<file path="config.mk">
export PLATFORM = sky130hd
export DESIGN_NAME = mem_ctrl_responder
export DESIGN_NICKNAME = d
export VERILOG_FILES = /design/src/rtl/mem_ctrl_responder.sv
export SDC_FILE = /design/constraint.sdc
export NUM_CORES = 1
export LEC_CHECK = 0
export CAP_MARGIN = 40
export CORE_ASPECT_RATIO = 1.25
export CORE_MARGIN = 2
export CORE_UTILIZATION = 53
export DETAILED_ROUTE_END_ITERATION = 6
export PLACE_DENSITY = 0.8
export SLEW_MARGIN = 10
export SYNTH_ARGS = -nofsm -noshare
export SYNTH_HDL_FRONTEND = slang
export SYNTH_SLANG_ARGS = --single-unit
</file>
<file path="constraint.sdc">
create_clock -name clk -period 4.4 [get_ports clk]
set_input_delay 0.88 -clock clk [delete_from_list [all_inputs] [get_ports clk]]
set_output_delay 0.88 -clock clk [all_outputs]
set_load 0.03 [all_outputs]
</file>
<file path="src/rtl/mem_ctrl_responder.sv">
// Byte-serial load/store responder between the ROB and the 8-bit RAM/IO bus.
// Optional IO write back-pressure: define MEM_CTRL_IO_STALL_EN.
module mem_ctrl_responder #(
  parameter int unsigned ADDR_WIDTH = 32,
  parameter logic [1:0]  IO_ADDR_HI = 2'b11
) (
  input  logic                  clk,
  input  logic                  rst,
  input  logic                  rdy,
  input  logic                  RN,
  input  logic                  WN,
  input  logic [1:0]            Width,
  input  logic                  Sign,
  input  logic [ADDR_WIDTH-1:0] Addr,
  input  logic [31:0]           Wvalue,
  output logic                  Mem_Success,
  output logic [31:0]           Read_Value,
  input  logic [7:0]            mem_din,
  output logic [7:0]            mem_dout,
  output logic [ADDR_WIDTH-1:0] mem_a,
  output logic                  mem_wr,
  input  logic                  io_buffer_full
);

  typedef enum logic [1:0] {
    IDLE,
    READ,
    WRITE,
    DONE
  } state_t;

  state_t state, state_n;

  logic [ADDR_WIDTH-1:0] base;
  logic [1:0]            width_q;
  logic                  sign_q;
  logic [31:0]           wval_q;
  logic [31:0]           rbuf;
  logic [31:0]           raw_n;
  logic [2:0]            cnt;
  logic [2:0]            nxt;
  logic [2:0]            nbytes;
  logic                  last_wr;
  logic                  last_rd;
  logic                  io_region;
  logic                  stall;

  function automatic logic [31:0] extend(
    input logic [31:0] r,
    input logic [1:0]  w,
    input logic        s
  );
    logic [31:0] v;
    v = r;
    unique case (1'b1)
      (w == 2'b00): v = {{24{s & r[7]}}, r[7:0]};
      (w == 2'b01): v = {{16{s & r[15]}}, r[15:0]};
      default:      v = r;
    endcase
    return v;
  endfunction

  always_comb begin
    nbytes = 3'd4;
    unique case (1'b1)
      (width_q == 2'b00): nbytes = 3'd1;
      (width_q == 2'b01): nbytes = 3'd2;
      default:            nbytes = 3'd4;
    endcase
  end

  assign nxt       = cnt + 3'd1;
  assign last_wr   = (cnt == nbytes - 3'd1);
  assign last_rd   = (cnt == nbytes);
  assign io_region = (base[17:16] == IO_ADDR_HI);

`ifdef MEM_CTRL_IO_STALL_EN
  assign stall = io_region & io_buffer_full;
`else
  logic unused_io;
  assign unused_io = io_region & io_buffer_full;
  assign stall     = 1'b0;
`endif

  // Byte cnt-1 arrives on mem_din one cycle after its address was issued.
  always_comb begin
    raw_n = rbuf;
    unique case (cnt)
      3'd1:    raw_n[7:0]   = mem_din;
      3'd2:    raw_n[15:8]  = mem_din;
      3'd3:    raw_n[23:16] = mem_din;
      3'd4:    raw_n[31:24] = mem_din;
      default: raw_n = rbuf;
    endcase
  end

  always_ff @(posedge clk or negedge rst) begin
    if (!rst) begin
      state <= IDLE;
    end else if (rdy) begin
      state <= state_n;
    end
  end

  always_comb begin
    state_n     = state;
    mem_wr      = 1'b0;
    Mem_Success = 1'b0;
    unique case (state)
      IDLE: begin
        if (WN) begin
          state_n = WRITE;
        end else if (RN) begin
          state_n = READ;
        end
      end
      WRITE: begin
        mem_wr = ~stall;
        if (!stall && last_wr) begin
          state_n = DONE;
        end
      end
      READ: begin
        if (last_rd) begin
          state_n = DONE;
        end
      end
      DONE: begin
        Mem_Success = 1'b1;
        state_n     = IDLE;
      end
    endcase
  end

  always_ff @(posedge clk or negedge rst) begin
    if (!rst) begin
      base       <= '0;
      width_q    <= 2'b00;
      sign_q     <= 1'b0;
      wval_q     <= '0;
      rbuf       <= '0;
      cnt        <= '0;
      mem_a      <= '0;
      mem_dout   <= '0;
      Read_Value <= '0;
    end else if (rdy) begin
      unique case (state)
        IDLE: begin
          if (WN || RN) begin
            base    <= Addr;
            width_q <= Width;
            sign_q  <= Sign;
            wval_q  <= Wvalue;
            rbuf    <= '0;
            cnt     <= '0;
            mem_a   <= Addr;
            if (WN) begin
              mem_dout <= Wvalue[7:0];
            end
          end
        end
        WRITE: begin
          if (!stall && !last_wr) begin
            cnt      <= nxt;
            mem_a    <= base + ADDR_WIDTH'(nxt);
            mem_dout <= wval_q[{nxt[1:0], 3'b000} +: 8];
          end
        end
        READ: begin
          cnt  <= nxt;
          rbuf <= raw_n;
          if (nxt < nbytes) begin
            mem_a <= base + ADDR_WIDTH'(nxt);
          end
          if (last_rd) begin
            Read_Value <= extend(raw_n, width_q, sign_q);
          end
        end
        DONE: begin
        end
      endcase
    end
  end

endmodule
</file>
# Word-level counts from Yosys, hierarchy flattened
# Index checks and enable logic that the tools add are counted.
word_totals:
  regBits: 176
  word_cells: 73
  in_bits: 81
classes:
  bitwise: 2
  n_shift: 1
  n_lt_le_gt_ge: 1
  n_eq_ne: 17
  n_addsub: 3
  reduce_logical: 13
  muxes: 26
ops:
  columns: ["operator", "count"]
  rows:
  - ["32-bit 2-to-1 mux", 4]
  - ["32-bit one-hot mux with 2 select lines", 2]
  - ["32-bit one-hot mux with 3 select lines", 1]
  - ["8-bit 2-to-1 mux", 7]
  - ["32-bit by 3-bit adder with 32-bit output", 1]
  - ["32-bit by 6-bit indexed part select with 8-bit output", 1]
  - ["8-bit one-hot mux with 2 select lines", 1]
  - ["2-bit != test, second input constant", 6]
  - ["5-bit AND reduction", 2]
  - ["3-bit one-hot mux with 3 select lines", 1]
  - ["3-bit AND reduction", 3]
  - ["2-bit 2-to-1 mux", 4]
  - ["2-bit one-hot mux with 4 select lines", 1]
  - ["4-bit AND reduction", 2]
  - ["3-bit by 2-bit equality test with 1-bit output, second input constant", 2]
  - ["3-bit equality test", 2]
  - ["3-bit 2-to-1 mux", 2]
  - ["3-bit one-hot mux with 2 select lines", 1]
  - ["2-bit by 1-bit equality test with 1-bit output, second input constant", 2]
  - ["2-bit equality test, second input constant", 2]
  - ["2-bit zero test", 2]
  - ["2-bit nonzero test", 2]
  - ["3-bit by 1-bit adder with 3-bit output, second input constant", 1]
  - ["3-bit by 1-bit equality test with 1-bit output, second input constant", 1]
  - ["8 further kinds", 10]

# Depth between registers and ports, before layout
depth:
  depth_word: 6
  depth_mapped: 13

# Least setup slack after synthesis
# No wires, ideal clock.
synth_path:
  path_kind: "register to register"
  startpoint: "register cnt[0]"
  endpoint: "register mem_a[28]"
  period_less_slack_ns: 3.427
  setup_time_ns: 0.125
  path_stages_with_launch: 14
  path_buffers: 4
  arrival_ns: 3.303
  slack_ns: 0.973
  cell_sequence: "dfrtp_1 -> clkbuf_1 -> inv_1 -> ha_1 -> buf_1 -> xor2_1 -> ha_1 -> a211oi_1 -> nand4b_1 -> buf_2 -> buf_2 -> o31ai_1 -> a31oi_1 -> mux2_2"
synth_between:
  elab_chain_len: 4
synth_rtl:
  columns: ["item", "line_no", "rtl"]
  rows:
  - ["start: declaration", "40", "logic [2:0] cnt;"]
  - ["start signal: assignment", "164", "cnt <= nxt;"]
  - ["start signal: assignment", "170", "cnt <= nxt;"]
  - ["3-bit by 1-bit adder with 3-bit output", "72", "assign nxt = cnt + 3'd1;"]
  - ["32-bit by 3-bit adder with 32-bit output or 3-bit < comparator (tied branches)", "165, 173, 172", null]
  - ["32-bit 2-to-1 mux (tied with other cells)", "172", "if (nxt < nbytes) begin"]
  - ["32-bit one-hot mux with 3 select lines or 5-bit AND reduction (tied branches)", null, null]
  - ["end signal: assignment", "156", "mem_a <= Addr;"]
  - ["end signal: assignment", "165", "mem_a <= base + ADDR_WIDTH'(nxt);"]
  - ["end signal: assignment", "173", "mem_a <= base + ADDR_WIDTH'(nxt);"]
  - ["end: declaration", "20", "output logic [ADDR_WIDTH-1:0] mem_a,"]
# Several ways; a longest one is shown, not always the timed one. The select of a mux whose other input is x is not followed.
# A chain may end at the register's enable or synchronous reset.

# Worst setup path in the final report
layout_path:
  startpoint: "register cnt[0]"
  endpoint: "register mem_a[26]"
# Same word-level chain as after synthesis.

==> metrics.csv <==
stage,metric,value,unit
power_and_ir_drop,Leak Pwr,4.904,nW
worst_setup_path,"Cell Chain, Critical Path",buf_4 > inv_1 > ha_1 > xor2_1 > ha_1 > a211oi_1 > nand4b_1 > buf_4 > nor4_1 > xor2_1 > a211o_1,
power_and_ir_drop,Reg power frac,0.339,
worst_setup_path,FF-to-FF End,mem_a[26]$_DFFE_PN0P_,
clocking,cts-stage hold buffer count,0,
worst_setup_path,CP arrival,3.79,ns
timing,Min Hold Slack,0.4712,ns
worst_setup_path,maximum fanout along the worst path,21,
power_and_ir_drop,Gate power share,0.492,
floorplan,CORE AREA,16140,µm²
worst_setup_path,Worst R2R Setup Slack,0.93,ns
synthesis,Synth area leaders,"dfrtp_1 (51%), nand2_1 (9.2%), mux2i_1 (5.3%)",
power_and_ir_drop,PwrDens,795.8,nW/µm²
worst_setup_path,r2r startpoint,cnt[0]$_DFFE_PN0P_,
synthesis,Gate Count Post-Synth,903,
synthesis,"Net Count, Synth",1000,
floorplan,Initial Util,0.5382,
timing,Slew Limit Fails,0,
grt,largest net degree at the start of global routing,80,
grt,gr ovfl total,0,
synthesis,number of synthesized flops with an enable pin,0,
synthesis,async set-reset flop share out of synthesis,1.000,
drt,routed wire length,21700,µm
worst_setup_path,Crit. End Element,flip-flop,
drt,post-route DRC violation count,0,
synthesis,cell taking the most area after synthesis,dfrtp_1,
grt,total global-route track usage,0.2615,
run,maxcap violations,0,
clocking,Post-CTS Setup Bufs,0,
floorplan,placement row count,52,
power_and_ir_drop,Peak VDD IR,0.4321,mV
final_layout,# fillers,1268,
synthesis,synthesis-stage register bit count,176,
clocking,Root Buffer,clkbuf_16,
grt,number of antenna violations at the first check in global routing,0,
drt,DR iter-0 viols,544,
clocking,CTS-repair resized insts,0,
grt,vias in the first global route,7284,
drt,via count,7119,
timing,Final Setup Violations,0,
power_and_ir_drop,Pint,5.119,mW
drt,Via density,5.637,
placed_design,routability cong.,0.7982,
worst_setup_path,CP startpoint,cnt[0]$_DFFE_PN0P_,
timing,FMAX,287.8,MHz
final_layout,FF+latch area,4404,µm²
floorplan,die area,17430,µm²
power_and_ir_drop,switching pwr,3.631,mW
timing,Rel. slew slack,0.4837,
final_layout,# diodes,0,
floorplan,num ports,155,
timing,fin crit share,0.7897,
synthesis,Synthesis Warnings,0,
final_layout,area of the multi-input gates,4034,µm²
synthesis,most frequent cells after synthesis,"nand2_1 (212), dfrtp_1 (176), nor2_1 (61), o21ai_0 (48), mux2i_1 (46)",
placed_design,half-perimeter wire length after placement,14810,µm
clocking,clock slew at reported path FFs,0.06,ns
worst_setup_path,worst stage delay on the critical path,0.69,ns
power_and_ir_drop,clock power share,0.169,
synthesis,most numerous cell in the Yosys netlist,nand2_1,
drt,Detail Route Antenna Nets,0,
timing,worst-margin pin slew,0.7745,ns
hold_path,min-delay worst type,primary input to async pin,
final_layout,share of cells above drive strength 1,0.07545,
synthesis,Post-Synthesis Cell Area,8683,µm²
worst_setup_path,CP max stage cell,ha_1,
worst_setup_path,CP Launch Type,flip-flop,
floorplan,height of the chip,147.1,µm
drt,wire length per cell after detailed routing,17.18,µm
worst_setup_path,CP Data Required Time,4.71,ns
clocking,htree depth,4,
clocking,CTS sink cnt,176,
grt,first-pass GRT wire length,36480,µm
clocking,Num CTS Buffers,17,
synthesis,part of the Yosys area used for sequential elements,0.5072,
clocking,CTS tree,done,
floorplan,Die X,118.5,µm
worst_setup_path,worst setup path category,flip-flop to flip-flop,
synthesis,ys flop type,dfrtp_1,
synthesis,Synth top area share,0.5072,
placed_design,I/O Buffers,153,
clocking,Clock Path Buffers,2,
timing,final setup TNS,0,ns
clocking,Worst-Skew Late Latency,0.43,ns
timing,RSZ-0062 raised after global routing,false,
timing,clock skew,0.008433,ns
drt,first drt pass iteration count,4,
synthesis,Yosys cell types,56,
timing,minimum clock period,3.475,ns
final_layout,area delta synth->final,26.63,%
worst_setup_path,FF-to-FF path depth,11,
synthesis,synthesized area per cell,9.616,µm²
status,status,"finished, final reports clean",
timing,endpoints failing hold,0,
final_layout,Layout Nets,1132,
power_and_ir_drop,Switching Share,0.4150,
[worst max-delay path by stage]
| stage | end | cells past startpoint |
|---|---|---|
| final | mem_a[26]$_DFFE_PN0P_ | 11 |
| after global routing | mem_a[26]$_DFFE_PN0P_ | 11 |
| after CTS | mem_a[26]$_DFFE_PN0P_ | 11 |
| after detailed placement | mem_a[26]$_DFFE_PN0P_ | 11 |
| after global placement | mem_a[27]$_DFFE_PN0P_ | 9 |
| after floorplan | mem_a[28]$_DFFE_PN0P_ | 13 |
[cell type report]
| cell class | instances | area share |
|---|---|---|
| Clock inverter | 5 | 0.007169 |
| Tap cell | 216 | 0.02458 |
| Sequential cell | 176 | 0.4005 |
| Multi-Input combinational cell | 658 | 0.3669 |
| Inverter | 15 | 0.005121 |
| Timing Repair Buffer | 167 | 0.1512 |
| Clock buffer | 26 | 0.04449 |
[per-stage QoR]
stage,util,total power [mW],area (µm²),cells,setup WS [ns]
6_report,0.6815,8.750,11000,1263,0.9254
4_1_cts,0.6815,8.796,11000,1263,0.9503
2_1_floorplan,-,5.794,8683,903,0.9727
5_1_grt,0.6815,9.349,11000,1263,0.7397
3_5_place_dp,0.6462,7.282,10430,1232,0.9809
3_3_place_gp,0.6441,7.104,10390,1229,0.9348
[kinds of logic (layout without fill, tap and decap cells)]
logic type	Yosys count	after routing	synth area share
adder cells (fa/ha/maj)	18	18	0.02536
XOR/XNOR	13	13	0.01311
AO/OA/AOI/OAI	168	168	0.1216
multiplexers	77	77	0.1036
flip-flops	176	176	0.5072
buffers and inverters	69	213	0.03199
AND/OR/NAND/NOR	382	382	0.1971
[power groups by stage]
stage          Clock, mW  Sequential, mW  Combinational [mW]
6_report            1.48            2.97                4.30
4_1_cts             1.50            2.96                4.34
2_1_floorplan          0            3.48                2.31
5_1_grt             1.57            3.07                4.71
3_5_place_dp           0            2.98                4.30
3_3_place_gp           0            2.93                4.17
[routing by layer]
layer | track usage | part of all wire | up-vias | routed length [µm]
li1 | - | - | 3415 | -
met1 | 0.3251 | 0.41 | 3463 | 8895
met2 | 0.4393 | 0.51 | 205 | 11100
met3 | 0.06638 | 0.053 | 36 | 1145
met4 | 0.1030 | 0.025 | 0 | 552
met5 | 0 | 0 | - | 0
[placed cells by master, fill, tap and decap left out, types with 10 or more instances in the layout]
master and n:
buf_4 12, o211ai_1 11, nand3_1 35, nand2b_1 17, clkdlybuf4s50_1 152, o21a_1 12
nand2_1 212, o31ai_1 14, nor2_1 61, inv_1 14, dfrtp_1 176, mux2_2 16
clkbuf_16 17, ha_1 15, a21oi_1 41, or4_1 10, a31oi_1 15, mux2i_1 46
o21ai_0 48
[flip-flops by register name, indices dropped and copies added (netlist names)]
signal / flops
width_q: 2
sign_q: 1
cnt: 3
mem_a: 32
state: 2
rbuf: 32
mem_dout: 8
wval_q: 32
base: 32
Read_Value: 32
[worst max-delay path: cells and delay by family, from the launching register on]
| family | cells | cell delay (ns) |
|---|---|---|
| adder cells (fa/ha/maj) | 2 | 0.93 |
| AO/OA/AOI/OAI | 2 | 0.73 |
| buffers and inverters | 3 | 0.64 |
| flip-flops | 1 | 0.45 |
| XOR/XNOR | 2 | 0.30 |
| AND/OR/NAND/NOR | 2 | 0.30 |
(Power assumes the default switching activity.)
